===== src/rtl/alu_issue_ctrl.sv =====
`default_nettype none
// ============================================================================
// Module   : alu_issue_ctrl
// Purpose  : Requester-side sequencer for the ALU core. It latches one ALU
//            request, drives the operands and the opcode, and waits a fixed
//            settle time. It then captures the results, updates the CY/AC/OV
//            PSW flags and hands the result to execute over valid/ready.
//            The ALU opcode returns to NOP_CODE between operations so that
//            each new request produces an opcode change at the ALU.
// Options  : define ALU_ISSUE_PARITY_EN to add the psw_p (8051 P flag) output.
// Revision : 1.0 - initial release
// ============================================================================

// Opcode map of the ALU core. It is normally provided by define_opcodes.v.
// The guards keep any map that was already included.
`ifndef ALU_ADD
  `define ALU_ADD  5'h00
`endif
`ifndef ALU_ADDC
  `define ALU_ADDC 5'h01
`endif
`ifndef ALU_SUBB
  `define ALU_SUBB 5'h02
`endif
`ifndef ALU_INC
  `define ALU_INC  5'h03
`endif
`ifndef ALU_DEC
  `define ALU_DEC  5'h04
`endif
`ifndef ALU_MUL
  `define ALU_MUL  5'h05
`endif
`ifndef ALU_DIV
  `define ALU_DIV  5'h06
`endif
`ifndef ALU_ANL
  `define ALU_ANL  5'h09
`endif
`ifndef ALU_ORL
  `define ALU_ORL  5'h0B
`endif
`ifndef ALU_RLC
  `define ALU_RLC  5'h0D
`endif
`ifndef ALU_RRC
  `define ALU_RRC  5'h0F
`endif

module alu_issue_ctrl #(
  parameter logic [4:0]  NOP_CODE    = 5'h1F,
  parameter int unsigned BASE_WAIT   = 1,
  parameter int unsigned MULDIV_WAIT = 3
) (
  input  logic       clock,
  input  logic       reset,
  input  logic       req_valid,
  output logic       req_ready,
  input  logic [4:0] req_opcode,
  input  logic [7:0] req_op1,
  input  logic [7:0] req_op2,
  input  logic       req_bit,
  output logic [4:0] alu_opcode,
  output logic [7:0] alu_op1,
  output logic [7:0] alu_op2,
  output logic       alu_carry,
  output logic       alu_aux_carry,
  output logic       alu_bit,
  input  logic [7:0] alu_res1,
  input  logic [7:0] alu_res2,
  input  logic       alu_cy,
  input  logic       alu_ac,
  input  logic       alu_ov,
  output logic       result_valid,
  input  logic       result_ready,
  output logic [7:0] result_lo,
  output logic [7:0] result_hi,
  input  logic       psw_wr_en,
  input  logic [2:0] psw_wr_data,
  output logic       psw_cy,
  output logic       psw_ac,
`ifdef ALU_ISSUE_PARITY_EN
  output logic       psw_p,
`endif
  output logic       psw_ov
);

  localparam logic [7:0] BASE_W   = 8'(BASE_WAIT);
  localparam logic [7:0] MULDIV_W = 8'(MULDIV_WAIT);

  typedef enum logic [2:0] {
    S_IDLE    = 3'd0,
    S_SETUP   = 3'd1,
    S_ISSUE   = 3'd2,
    S_WAIT    = 3'd3,
    S_CAPTURE = 3'd4,
    S_DONE    = 3'd5
  } state_t;

  state_t     state_q, state_d;
  logic [4:0] opc_q, opc_d;
  logic [7:0] op1_q, op1_d;
  logic [7:0] op2_q, op2_d;
  logic       bit_q, bit_d;
  logic [7:0] cnt_q, cnt_d;
  logic [7:0] lo_q, lo_d;
  logic [7:0] hi_q, hi_d;
  logic       cy_q, cy_d;
  logic       ac_q, ac_d;
  logic       ov_q, ov_d;
`ifdef ALU_ISSUE_PARITY_EN
  logic       p_q, p_d;
`endif

  logic [7:0] wait_len;
  assign wait_len = ((opc_q == `ALU_MUL) || (opc_q == `ALU_DIV)) ? MULDIV_W : BASE_W;

  // State sequencing, request latching, result capture and PSW flag update
  always_comb begin
    state_d = state_q;
    opc_d   = opc_q;
    op1_d   = op1_q;
    op2_d   = op2_q;
    bit_d   = bit_q;
    cnt_d   = cnt_q;
    lo_d    = lo_q;
    hi_d    = hi_q;
    cy_d    = cy_q;
    ac_d    = ac_q;
    ov_d    = ov_q;
`ifdef ALU_ISSUE_PARITY_EN
    p_d     = p_q;
`endif

    // External flag writes lose against the ALU update on the capture edge
    if (psw_wr_en && (state_q != S_CAPTURE)) begin
      {cy_d, ac_d, ov_d} = psw_wr_data;
    end

    case (state_q)
      S_IDLE: begin
        if (req_valid) begin
          opc_d   = req_opcode;
          op1_d   = req_op1;
          op2_d   = req_op2;
          bit_d   = req_bit;
          state_d = S_SETUP;
        end
      end
      S_SETUP: state_d = S_ISSUE;
      S_ISSUE: begin
        if (wait_len == 8'd0) begin
          state_d = S_CAPTURE;
        end else begin
          cnt_d   = wait_len - 8'd1;
          state_d = S_WAIT;
        end
      end
      S_WAIT: begin
        if (cnt_q == 8'd0) begin
          state_d = S_CAPTURE;
        end else begin
          cnt_d = cnt_q - 8'd1;
        end
      end
      S_CAPTURE: begin
        lo_d = alu_res1;
        hi_d = alu_res2;
        case (opc_q)
          `ALU_ADD, `ALU_ADDC, `ALU_SUBB: begin
            cy_d = alu_cy;
            ac_d = alu_ac;
            ov_d = alu_ov;
          end
          `ALU_MUL: begin
            cy_d = 1'b0;
            ov_d = alu_ov;
          end
          `ALU_DIV: begin
            cy_d = 1'b0;
            if (op2_q == 8'h00) begin
              // Divide by zero: the ALU bus is not trusted here
              lo_d = 8'hFF;
              hi_d = 8'hFF;
              ov_d = 1'b1;
            end else begin
              ov_d = alu_ov;
            end
          end
          `ALU_RRC, `ALU_RLC, `ALU_ORL, `ALU_ANL: cy_d = alu_cy;
          default: ;
        endcase
`ifdef ALU_ISSUE_PARITY_EN
        p_d = ^lo_d;
`endif
        state_d = S_DONE;
      end
      S_DONE: begin
        if (result_ready) state_d = S_IDLE;
      end
      default: state_d = S_IDLE;
    endcase
  end

  // State and datapath registers with asynchronous reset
  always_ff @(posedge clock or posedge reset) begin
    if (reset) begin
      state_q <= S_IDLE;
      opc_q   <= NOP_CODE;
      op1_q   <= 8'h00;
      op2_q   <= 8'h00;
      bit_q   <= 1'b0;
      cnt_q   <= 8'h00;
      lo_q    <= 8'h00;
      hi_q    <= 8'h00;
      cy_q    <= 1'b0;
      ac_q    <= 1'b0;
      ov_q    <= 1'b0;
`ifdef ALU_ISSUE_PARITY_EN
      p_q     <= 1'b0;
`endif
    end else begin
      state_q <= state_d;
      opc_q   <= opc_d;
      op1_q   <= op1_d;
      op2_q   <= op2_d;
      bit_q   <= bit_d;
      cnt_q   <= cnt_d;
      lo_q    <= lo_d;
      hi_q    <= hi_d;
      cy_q    <= cy_d;
      ac_q    <= ac_d;
      ov_q    <= ov_d;
`ifdef ALU_ISSUE_PARITY_EN
      p_q     <= p_d;
`endif
    end
  end

  // The opcode is live only from ISSUE through WAIT, so every request
  // presents a fresh opcode change to the ALU
  assign alu_opcode    = ((state_q == S_ISSUE) || (state_q == S_WAIT)) ? opc_q : NOP_CODE;
  assign alu_op1       = op1_q;
  assign alu_op2       = op2_q;
  assign alu_bit       = bit_q;
  assign alu_carry     = cy_q;
  assign alu_aux_carry = ac_q;
  assign req_ready     = (state_q == S_IDLE);
  assign result_valid  = (state_q == S_DONE);
  assign result_lo     = lo_q;
  assign result_hi     = hi_q;
  assign psw_cy        = cy_q;
  assign psw_ac        = ac_q;
  assign psw_ov        = ov_q;
`ifdef ALU_ISSUE_PARITY_EN
  assign psw_p         = p_q;
`endif

endmodule

`default_nettype wire


===== config.mk =====
export PLATFORM = sky130hd
export DESIGN_NAME = alu_issue_ctrl
export DESIGN_NICKNAME = d
export VERILOG_FILES = /design/src/rtl/alu_issue_ctrl.sv
export SDC_FILE = /design/constraint.sdc
export NUM_CORES = 1
export LEC_CHECK = 0
export CAP_MARGIN = 10
export CORE_MARGIN = 2
export CORE_UTILIZATION = 43
export DETAILED_ROUTE_END_ITERATION = 7
export GPL_ROUTABILITY_DRIVEN = 0
export MAX_ROUTING_LAYER = met4
export PLACE_DENSITY = 0.8
export SLEW_MARGIN = 10
export SYNTH_ARGS = -nofsm -noshare
export SYNTH_HDL_FRONTEND = slang
export SYNTH_SLANG_ARGS = --single-unit

===== constraint.sdc =====
create_clock -name clock -period 2.05 [get_ports clock]
set_clock_uncertainty 0.1 [all_clocks]
set_input_delay 0.615 -clock clock [delete_from_list [all_inputs] [get_ports clock]]
set_output_delay 0.615 -clock clock [all_outputs]
set_load 0.05 [all_outputs]

# == Word level (Yosys, flattened, before mapping) ==
# Cells that the tools add are included.
# classes
order_cmp,0
n_eq_ne,19
bitwise_logic,0
n_reduce_logical,16
shift,0
div_mod_pow,0
n_mux,24
addsub,2
n_mul,0
# ops
operator,count
two-way mux 8 bit,6
zero test 8 bit,3
== test 5 x 4 -> 1 bit (second input constant),4
one-hot mux 3 bit (6 select lines),1
one-hot mux 8 bit (2 select lines),1
two-way mux 3 bit,4
== test 5 x 3 -> 1 bit (second input constant),2
two-way mux 1 bit,8
!= test 2 bit (second input constant),4
subtractor 8 x 1 -> 8 bit (second input constant),1
OR reduction 7 bit,1
== test 3 x 2 -> 1 bit (second input constant),2
== test 3 bit (second input constant),2
AND reduction 3 bit,2
== test 5 x 1 -> 1 bit (second input constant),1
== test 5 x 2 -> 1 bit (second input constant),1
zero test 5 bit,1
two-way mux 5 bit,1
one-hot mux 1 bit (2 select lines),2
OR reduction 4 bit,1
== test 3 x 1 -> 1 bit (second input constant),1
zero test 3 bit,1
!= test 3 bit (second input constant),1
OR reduction 3 bit,1
other kinds (8),9
# word_totals
n_memories,0
inputBits,49
register_bits,52
latchBits,0
romBits,0
ram_bits,0

# == Longest topological paths before layout ==
# Gate-level depths: netlist of the first run.
# depth
depth_word,6
ltp_mapped,6
ltp_nobuf,6

# == Worst setup path before layout of the first run ==
# OpenSTA, ideal clock, no wires.
# synth_path
path_kind,reg2reg
start,register state_q[0]
end,register bit_q (netlist: alu_bit)
slack_ns,-0.755
stages_incl_launch_ff,7
t_required_ns,1.825
setup_ns,0.125
arrival_ns,2.580
synth_period_minus_slack_ns,2.805
cell_sequence,dfrtp_1 > buf_2 > nor3_1 > and2_1 > clkbuf_1 > buf_2 > mux2_2
# synth_between
elab_chain_len,2
# synth_rtl
element,line,rtl
"start, declared",100,"state_t state_q, state_d;"
"start signal, assigned",223,state_q <= state_d;
zero test 3 bit,-,
named net req_ready,58,"output logic req_ready,"
AND reduction 2 bit (no line),-,
"end signal, assigned",227,bit_q <= bit_d;
"end, declared",104,"logic bit_q, bit_d;"
# The timed path passes the listed nets, and every way through them passes these cells.
# A chain may end at the register's enable or synchronous reset.

# == Worst setup path in the final report of the first run ==
# layout_path
start,register state_q[1]
end,output port alu_opcode[2]
# layout_between
elab_chain_len,3
elab_cells_between_ends,4
cone_classes,eq/ne (2); mux (1); reduce/logical (1)
# layout_rtl
element,line,rtl
== test 3 x 2 -> 1 bit,242,assign alu_opcode = ((state_q == S_ISSUE) || (state_q == S_WAIT)) ? opc_q : NOP_CODE;
logical OR 1 bit (*),242,
two-way mux 5 bit (*),242,
"end, declared",63,"output logic [4:0] alu_opcode,"
# Mark *: on every way between the ends. The rest lies on a longest branch, timed or not.

==> metrics.csv, run 1 <==
stage;metric;value;unit
power_and_ir_drop;power_density;1770;mW/mm^2
sta;holdWs;0.418;ns
grt;antenna_found_initial;0;
clock_network;cts.sinks;52;
sta;worst_slack;0.0383;ns
clock_network;clk_pin_slew;0.09;ns
grt;grt_usage;19.1;%
finish;finalNonFillerCells;368;
route;viasPerCell;5.22;
floorplan;fp.dieArea;0.00620;mm^2
clock_network;insertion_delay;0.30;ns
sta;maxSlewHeadroom;60.0;%
sta;rsz0062_at_grt;true;
sta;worst_pin_slew;0.595;ns
finish;final_common_cell;clkdlybuf4s50_1;
route;drt_iter0_drc;115;
finish;layout-drive-gt1-share;35.1;%
min_path;min_path_type;reg -> reg;
placed_design;dp_hpwl;3.99;mm
synth;synth-edff-count;0;
worst_setup_path;rr_worst_depth;6;
route;dr.pass1.iters;4;
synth;synth_simple_gate_area_share;11.6;%
synth;synth-compound-area-share;16.5;%
power_and_ir_drop;p_int;3220;uW
placed_design;post-place-cells;357;
synth;async_flop_share;100;%
worst_setup_path;crit_fanout;10;
route;ant_nets;0;
grt;grt.overflow.total;0;
sta;period_minus_slack;2.01;ns
clock_network;cts_tree;built;
synth;ys_ff_latch;52;
sta;tns;0;ns
worst_setup_path;critPathLaunch;state_q[1];
clock_network;clockBufferDepth;2;
synth;ys.flop_type;dfrtp_1;
clock_network;cts_hold_buf;0;
finish;num_antenna_cells;0;
sta;finalHoldViolCount;0;
floorplan;fp.dieH;78.7;um
floorplan;coreArea;0.00544;mm^2
clock_network;cts_buffers;5;
synth;yosysTopAreaCellShare;49.0;%
clock_network;clockRootBuffer;clkbuf_8;
min_path;hold-path-cell-count;1;
worst_setup_path;timing.rr.start;cnt_q[0];
route;wire_per_inst;14.9;um
placed_design;io_buffers;93;
floorplan;rows;27;
synth;yosysSeqAreaShare;54.5;%
grt;grt_max_degree;53;
synth;synth_xor_area_share;1.46;%
worst_setup_path;slowest_stage;dfrtp_2;
worst_setup_path;reg2reg_slack;0.10;ns
synth;syn_area_per_cell;12.2;um^2
sta;final_max_slew_viol_count;0;
placed_design;dp_slack;0.0338;ns
finish;fin_nets;346;
finish;areaGrowthSynthToFinish;46.4;%
worst_setup_path;end_kind;output pin;
power_and_ir_drop;p_switching;3010;uW
synth;synth_area_leaders;dfrtp_1 49%, mux2_2 10%, o22a_1 5.8%, dfstp_2 5.5%, o21ai_0 2.3%;
worst_setup_path;cpPeakStageDelay;0.42;ns
synth;synth.cell_area;0.00240;mm^2
route;route.detailed.drc;0;
worst_setup_path;cp-start-kind;flop;
sta;min_period_over_period;98.1;%
sta;max_freq;497;MHz
power_and_ir_drop;pwr-share-seq;30.9;%
worst_setup_path;path_cells;nor2b_1, buf_4, nand2b_1, buf_6;
power_and_ir_drop;p_comb_share;59.5;%
grt;grt_pass1_wl;9.23;mm
route;wirelength;5.47;mm
power_and_ir_drop;static-leakage-power;0.00151;uW
synth;yosysWarningCount;0;
grt;grt_pass1_vias;1989;
power_and_ir_drop;pwr-share-clk;9.7;%
power_and_ir_drop;p_sw_share;48.3;%
finish;layout_common_cells;48 x clkdlybuf4s50_1, 47 x buf_4, 45 x dfrtp_1;
synth;synthCells;197;
floorplan;start_util;44.1;%
power_and_ir_drop;ir_drop;0.971;mV
worst_setup_path;crit_end;alu_opcode[2];
floorplan;fp.dieW;78.7;um
synth;synth.largest_area_cell;dfrtp_1;
synth;syn_nets;248;
synth;synthAdderAreaFrac;1.04;%
synth;synthMuxAreaShare;11.2;%
worst_setup_path;arrival;1.30;ns
worst_setup_path;criticalPathCategory;reg -> out;
worst_setup_path;r2r-end;cnt_q[2];
worst_setup_path;crit_required;1.33;ns
outcome;status;completed;
synth;synth_cell_type_count;49;
floorplan;io_pins;94;
clock_network;htreeDepth;2;
synth;synth_top_family_by_area;compound AO/OA/AOI/OAI gates;
route;vias;1920;
flow_run;cap_violations;0;
sta;setup_viol_count_final;0;
[repair_timing]
item / CTS / global route
setup endpoints to repair: 6 / 5
resized for setup: 4 / 3
setup buffers: 3 / 0
[registers in the layout (all words and copies together), names as in the netlist]
| signal | cells |
|---|---|
| alu_aux_carry | 1 |
| result_lo | 8 |
| alu_op2 | 8 |
| result_hi | 8 |
| alu_bit | 1 |
| state_q | 3 |
| alu_carry | 1 |
| psw_ov | 1 |
| opc_q | 5 |
| alu_op1 | 8 |
| cnt_q | 8 |
[critical path: cells and delay by family (launching register included)]
kind          cells  cell delay, ns
simple gates      2            0.25
flops             1            0.42
buf+inv           2            0.33
[layout make-up]
type / instances / area, um^2
multi-input combinational: 126 / 1030
tap: 72 / 90.1
fill: 438 / 1920
inverter: 6 / 22.5
clock buffer: 7 / 86.3
timing repair buffer: 104 / 970
clock inverter: 1 / 7.51
sequential: 52 / 1310
[logic make-up after synthesis]
group | after synthesis
compound gates | 50
xor+xnor | 4
fa+ha+maj | 2
buf+inv | 19
flops | 52
mux | 24
simple gates | 46
[routing by layer]
metal / GRT usage (%) / vias up / share of wire, %
met5: - / - / 0
met1: 24.3 / 943 / 44
li1: - / 915 / -
met3: 3.52 / 6 / 4.3
met4: 4.74 / 0 / 1.1
met2: 31.9 / 56 / 51
[synth_stat cells (5+ instances only)]
cell type and count:
clkbuf_1 5, dfrtp_1 47, dfstp_2 5, inv_1 6
mux2_2 22, nand2_1 7, nand2b_1 7, nor2_1 5
o21ai_0 11, o22a_1 16
[worst min path at each step]
stage | from | end | slack, ns
after global routing | result_hi[6] | result_hi[6] | 0.44
after detailed placement | result_hi[5] | result_hi[5] | 0.40
after CTS | result_hi[5] | result_hi[5] | 0.42
final | result_hi[5] | result_hi[5] | 0.42
after global placement | result_hi[6] | result_hi[6] | 0.39
after floorplan | cnt_q[6] | cnt_q[6] | 0.43
[power by group through the flow]
stage | sequential [uW] | combinational (uW) | clock (uW)
after global routing | 1990 | 3930 | 663
after CTS | 1920 | 3700 | 618
after detailed placement | 1950 | 3620 | 0
final | 1930 | 3710 | 603
after floorplan | 3020 | 1470 | 0
after global placement | 1930 | 3580 | 0
[stage by stage]
step,utilization [%],total power [uW],instance area [um^2]
6_report,64.6,6240,3520
5_1_grt,64.6,6590,3520
4_1_cts,64.4,6240,3500
3_5_place_dp,62.1,5570,3380
3_3_place_gp,62.1,5520,3380
2_1_floorplan,-,4490,2440
Power figures use the tool's default switching activity.
==> run 2, diff against run 1 <==
--- a/config.mk
+++ b/config.mk
@@ -12,6 +12,7 @@
 export GPL_ROUTABILITY_DRIVEN = 0
 export MAX_ROUTING_LAYER = met4
 export PLACE_DENSITY = 0.8
+export SKIP_LAST_GASP = 1
 export SLEW_MARGIN = 10
 export SYNTH_ARGS = -nofsm -noshare
 export SYNTH_HDL_FRONTEND = slang
==> metrics.csv, run 2 (synthesized netlist as in run 1, its figures left out) <==
stage;metric;value;unit;change
min_path;min_path_type;reg -> reg;;unchanged
floorplan;io_pins;94;;unchanged
sta;setup_viol_count_final;0;;unchanged
power_and_ir_drop;power;6200;uW;was 6240 uW
grt;grt.overflow.total;0;;unchanged
clock_network;htreeDepth;2;;unchanged
grt;antenna_found_initial;0;;unchanged
sta;min_period_over_period;98.1;%;about the same
grt;grt_pass1_wl;9.23;mm;unchanged
floorplan;start_util;44.1;%;unchanged
worst_setup_path;reg2reg_slack;0.10;ns;about the same
clock_network;cts_hold_buf;0;;unchanged
finish;layout_common_cells;50 x buf_4, 48 x clkdlybuf4s50_1, 45 x dfrtp_1;;was 48 x clkdlybuf4s50_1, 47 x buf_4, 45 x dfrtp_1
clock_network;clockRootBuffer;clkbuf_8;;unchanged
sta;max_freq;497;MHz;about the same
power_and_ir_drop;ir_drop;0.971;mV;about the same
worst_setup_path;cp-start-kind;flop;;unchanged
floorplan;rows;27;;unchanged
worst_setup_path;arrival;1.30;ns;about the same
sta;worst_slack;0.0379;ns;was 0.0383 ns
min_path;hold-path-cell-count;1;;unchanged
route;viasPerCell;5.22;;unchanged
finish;final_area;0.00350;mm^2;was 0.00352 mm^2
finish;fin_nets;346;;unchanged
finish;areaGrowthSynthToFinish;46.0;%;was 46.4%
clock_network;clockBufferDepth;2;;unchanged
worst_setup_path;crit_fanout;10;;unchanged
sta;final_max_slew_viol_count;0;;unchanged
clock_network;insertion_delay;0.30;ns;about the same
placed_design;placed_area;0.00338;mm^2;unchanged
grt;grt_pass1_vias;1989;;unchanged
finish;num_antenna_cells;0;;unchanged
floorplan;fp.dieW;78.7;um;unchanged
finish;fillCellCount;437;;was 438
floorplan;fp.dieH;78.7;um;unchanged
route;routedLengthMet1;2.39;mm;unchanged
grt;grt_max_degree;53;;unchanged
clock_network;clk_pin_slew;0.09;ns;about the same
min_path;hold_path_startpoint;result_hi[5];;unchanged
min_path;hold-path-endpoint;result_hi[5];;unchanged
worst_setup_path;timing.rr.start;cnt_q[0];;unchanged
clock_network;cts_tree;built;;unchanged
floorplan;fp.dieArea;0.00620;mm^2;unchanged
route;vias;1920;;unchanged
sta;maxSlewHeadroom;60.0;%;unchanged
route;maxUsedRoutingLayer;met4;;unchanged
worst_setup_path;critPathLaunch;state_q[1];;unchanged
flow_run;cap_violations;0;;unchanged
placed_design;io_buffers;93;;unchanged
clock_network;cts_buffers;5;;unchanged
sta;finalHoldViolCount;0;;unchanged
floorplan;coreArea;0.00544;mm^2;unchanged
power_and_ir_drop;static-leakage-power;0.00151;uW;about the same
worst_setup_path;r2r-end;cnt_q[2];;unchanged
sta;tns;0;ns;unchanged
placed_design;dp_hpwl;3.99;mm;unchanged
route;drt_iter0_drc;115;;unchanged
worst_setup_path;crit_required;1.33;ns;about the same
sta;period_minus_slack;2.01;ns;about the same
placed_design;dp_slack;0.0338;ns;unchanged
route;wire_per_inst;14.9;um;about the same
finish;layout-drive-gt1-share;35.1;%;unchanged
route;dr.pass1.iters;5;;was 4
grt;grt_usage;19.1;%;unchanged
route;route.detailed.drc;0;;unchanged
route;wl_met2;2.78;mm;about the same
finish;final_common_cell;buf_4;;was clkdlybuf4s50_1
finish;multi_input_area;0.00103;mm^2;unchanged
finish;seqCellArea;0.00131;mm^2;unchanged
worst_setup_path;rr_worst_depth;6;;unchanged
worst_setup_path;end_kind;output pin;;unchanged
route;wirelength;5.47;mm;about the same
route;wl_met3;236;um;unchanged
power_and_ir_drop;power_density;1770;mW/mm^2;about the same
sta;worst_pin_slew;0.595;ns;unchanged
outcome;status;completed;;unchanged
clock_network;cts.sinks;52;;unchanged
route;ant_nets;0;;unchanged
sta;holdWs;0.418;ns;about the same
sta;rsz0062_at_grt;true;;unchanged
worst_setup_path;criticalPathCategory;reg -> out;;unchanged
==> run 2: worst max-delay path: stages (launching register included) <==
cell and delay, ns:
dfrtp_2 0.42, nor2b_1 0.13, buf_4 0.16, nand2b_1 0.12, buf_6 0.17
==> run 2: where the power goes <==
part / total [uW] / leakage [uW] / internal, uW / switching [uW]
clock network: 604 / 0.0000445 / 275 / 329
logic: 3670 / 0.000845 / 1390 / 2290
registers: 1930 / 0.000619 / 1540 / 390
total: 6200 / 0.00151 / 3200 / 3010
==> run 2: layout make-up <==
type | count | share of cell area (%)
Timing Repair Buffer | 104 | 27.3
Inverter | 6 | 0.643
Tap cell | 72 | 2.57
Sequential cell | 52 | 37.4
Clock buffer | 7 | 2.46
Multi-Input combinational cell | 126 | 29.4
Clock inverter | 1 | 0.214
==> run 2: layer usage <==
| metal | vias to the layer above | GRT usage [%] |
|---|---|---|
| met3 | 6 | 3.52 |
| met5 | - | - |
| met4 | 0 | 4.74 |
| li1 | 915 | - |
| met2 | 56 | 31.9 |
| met1 | 943 | 24.3 |
==> run 2: worst max-delay path by stage <==
| stage | depth (start not counted) | slack, ns | endpoint |
|---|---|---|---|
| finish | 4 | 0.04 | alu_opcode[2] |
| global route | 4 | -0.01 | alu_opcode[2] |
| CTS | 4 | 0.03 | alu_opcode[2] |
| detailed placement | 4 | 0.03 | alu_op1[5] |
| global placement | 4 | 0.04 | alu_op1[4] |
| floorplan | 6 | 0.01 | alu_bit |
==> run 2: repair_timing <==
item	4_1_cts	5_1_grt
gates cloned	0	0
setup endpoints to repair	6	5
buffers inserted	3	0
gates resized for setup	4	0
==> run 2: through the flow <==
| step | cells | utilization (%) |
|---|---|---|
| 2_1_floorplan | 197 | - |
| 3_3_place_gp | 357 | 62.1 |
| 3_5_place_dp | 357 | 62.1 |
| 4_1_cts | 368 | 64.4 |
| 5_1_grt | 368 | 64.4 |
| 6_report | 368 | 64.4 |
==> run 3, diff against run 2 <==
--- a/config.mk
+++ b/config.mk
@@ -7,11 +7,12 @@
 export LEC_CHECK = 0
 export CAP_MARGIN = 10
 export CORE_MARGIN = 2
-export CORE_UTILIZATION = 43
+export CORE_UTILIZATION = 39
 export DETAILED_ROUTE_END_ITERATION = 7
 export GPL_ROUTABILITY_DRIVEN = 0
+export GPL_TIMING_DRIVEN = 0
 export MAX_ROUTING_LAYER = met4
-export PLACE_DENSITY = 0.8
+export PLACE_DENSITY = 0.77
 export SKIP_LAST_GASP = 1
 export SLEW_MARGIN = 10
 export SYNTH_ARGS = -nofsm -noshare
==> constraint.sdc (replaced) <==
create_clock -name clock -period 1.6 [get_ports clock]
set_clock_uncertainty 0.1 [all_clocks]
set_input_delay 0.48 -clock clock [delete_from_list [all_inputs] [get_ports clock]]
set_output_delay 0.48 -clock clock [all_outputs]
set_load 0.05 [all_outputs]
==> metrics.csv, run 3 (synthesized netlist as in run 1, its figures left out) <==
stage;metric;value;unit;change
sta;setup_viol_count_final;52;;was 0
power_and_ir_drop;ir_drop;1.36;mV;was 0.971 mV
finish;finalNonFillerCells;396;;was 368
grt;grt_pass1_vias;2119;;was 1,989
clock_network;clockRootBuffer;clkbuf_8;;unchanged
clock_network;cts_tree;built;;unchanged
clock_network;clk_pin_slew;0.09;ns;about the same
floorplan;rows;28;;was 27
floorplan;coreArea;0.00592;mm^2;was 0.00544 mm^2
finish;final_common_cell;clkdlybuf4s50_1;;was buf_4
route;dr.pass1.iters;4;;was 5
sta;min_period_over_period;118;%;
clock_network;cts.sinks;52;;unchanged
min_path;min_path_type;in -> async;;was reg -> reg
sta;maxSlewHeadroom;75.1;%;was 60.0%
route;vias;2081;;was 1,920
route;drt_iter0_drc;96;;was 115
outcome;status;finished, violations left;;was completed
sta;final_max_slew_viol_count;0;;unchanged
worst_setup_path;arrival;1.31;ns;was 1.30 ns
worst_setup_path;end_kind;output pin;;unchanged
floorplan;io_pins;94;;unchanged
flow_run;cap_violations;0;;unchanged
placed_design;post-place-cells;365;;was 357
clock_network;htreeDepth;2;;unchanged
route;wire_per_inst;16.2;um;was 14.9 um
sta;max_freq;529;MHz;
placed_design;dp_hpwl;4.29;mm;was 3.99 mm
worst_setup_path;slowest_stage;dfrtp_1;;was dfrtp_2
route;ant_nets;0;;unchanged
power_and_ir_drop;power_density;2210;mW/mm^2;was 1770 mW/mm^2
finish;areaGrowthSynthToFinish;66.1;%;was 46.0%
grt;grt_pass1_wl;9.71;mm;was 9.23 mm
finish;fillCellCount;434;;was 437
sta;rsz0062_at_grt;true;;unchanged
worst_setup_path;cpPeakStageDelay;0.40;ns;was 0.42 ns
worst_setup_path;crit_fanout;6;;was 10
worst_setup_path;crit_required;1.02;ns;was 1.33 ns
route;route.detailed.drc;0;;unchanged
floorplan;fp.dieW;82.5;um;was 78.7 um
placed_design;io_buffers;93;;unchanged
finish;seqCellArea;0.00131;mm^2;about the same
grt;grt_usage;19.4;%;was 19.1%
clock_network;clockBufferDepth;2;;unchanged
grt;grt_max_degree;53;;unchanged
clock_network;cts_hold_buf;0;;unchanged
power_and_ir_drop;static-leakage-power;0.00177;uW;was 0.00151 uW
floorplan;fp.dieH;82.5;um;was 78.7 um
finish;layout_common_cells;48 x clkdlybuf4s50_1, 46 x dfrtp_1, 35 x buf_2;;was 50 x buf_4, 48 x clkdlybuf4s50_1, 45 x dfrtp_1
sta;finalHoldViolCount;0;;unchanged
worst_setup_path;criticalPathCategory;reg -> out;;unchanged
finish;multi_input_area;0.00126;mm^2;was 0.00103 mm^2
grt;antenna_found_initial;0;;unchanged
worst_setup_path;cp-start-kind;flop;;unchanged
sta;period_minus_slack;1.89;ns;
sta;holdWs;0.405;ns;was 0.418 ns
finish;layout-drive-gt1-share;47.4;%;was 35.1%
finish;num_antenna_cells;0;;unchanged
sta;worst_slack;-0.289;ns;was 0.0379 ns
outcome;violations;setup timing;;
floorplan;fp.dieArea;0.00680;mm^2;was 0.00620 mm^2
floorplan;start_util;40.6;%;was 44.1%
finish;fin_nets;371;;was 346
grt;grt.overflow.total;0;;unchanged
clock_network;insertion_delay;0.30;ns;about the same
route;viasPerCell;5.26;;was 5.22
route;wirelength;6.42;mm;was 5.47 mm
clock_network;cts_buffers;5;;unchanged
sta;worst_pin_slew;0.371;ns;was 0.595 ns
worst_setup_path;path_cells;buf_6, nor2b_4, buf_12, nand2b_4, buf_8;;was nor2b_1, buf_4, nand2b_1, buf_6
-- run 3: what timing repair did --
action / 4_1_cts / 5_1_grt
setup endpoints to repair: 94 / 60
resized for setup: 274 / 16
pin swaps: 4 / 6
setup buffers: 14 / 10
cloned: 2 / 0
-- run 3: cell type report --
cell class              count  share of cell area [%]
plain buffers               9                    2.76
clock buffers               6                    2.07
clock inverters             2                   0.345
inverters                   6                   0.659
multi-input cells         126                    31.6
flip-flops and latches     52                    32.8
well taps                  75                    2.35
repair buffers            120                    27.4
-- run 3: through the flow --
stage / setup TNS (ns) / setup slack [ns] / cell area, um^2 / util [%] / power, uW
after floorplan: -10.38 / -0.389 / 2610 / - / 6150
after global placement: -33.57 / -0.756 / 3640 / 61.4 / 7630
after detailed placement: -35.53 / -0.769 / 3640 / 61.4 / 7720
after CTS: -5.94 / -0.325 / 3830 / 64.7 / 8530
after global routing: -9.65 / -0.347 / 3990 / 67.4 / 9240
final: -6.23 / -0.289 / 3990 / 67.4 / 8820
-- run 3: power by group --
group,switching (uW),internal (uW)
combinational,3250,2280
sequential,538,1970
clock,435,355
-- run 3: path summary, 6_finish.rpt --
path                              startpoint       endpoint  slack [ns]  cells past startpoint
worst max-delay path              state_q[1]  alu_opcode[0]       -0.29                      5
worst max register to register    state_q[1]       cnt_q[7]       -0.21                      6
max in group asynchronous              reset       opc_q[2]        0.44                      3
worst min register to register  result_hi[7]   result_hi[7]        0.40                      1
worst min-delay path                   reset   result_lo[5]        0.40                      2
min in group clock              result_hi[7]   result_hi[7]        0.41                      1
-- run 3: per-layer routing --
| layer | track usage [%] | wire [um] | share of wire, % | vias up |
|---|---|---|---|---|
| met5 | - | 0 | 0 | - |
| met3 | 4.13 | 433 | 6.7 | 10 |
| met2 | 33.5 | 3280 | 51 | 69 |
| met4 | 4.00 | 80 | 1.2 | 0 |
| li1 | - | - | - | 972 |
| met1 | 23.4 | 2620 | 41 | 1030 |
-- run 3: critical path: cells and delay by family (launching register included) --
| family | cells | cell delay [ns] |
|---|---|---|
| buf+inv | 3 | 0.42 |
| flops | 1 | 0.40 |
| simple gates | 2 | 0.19 |
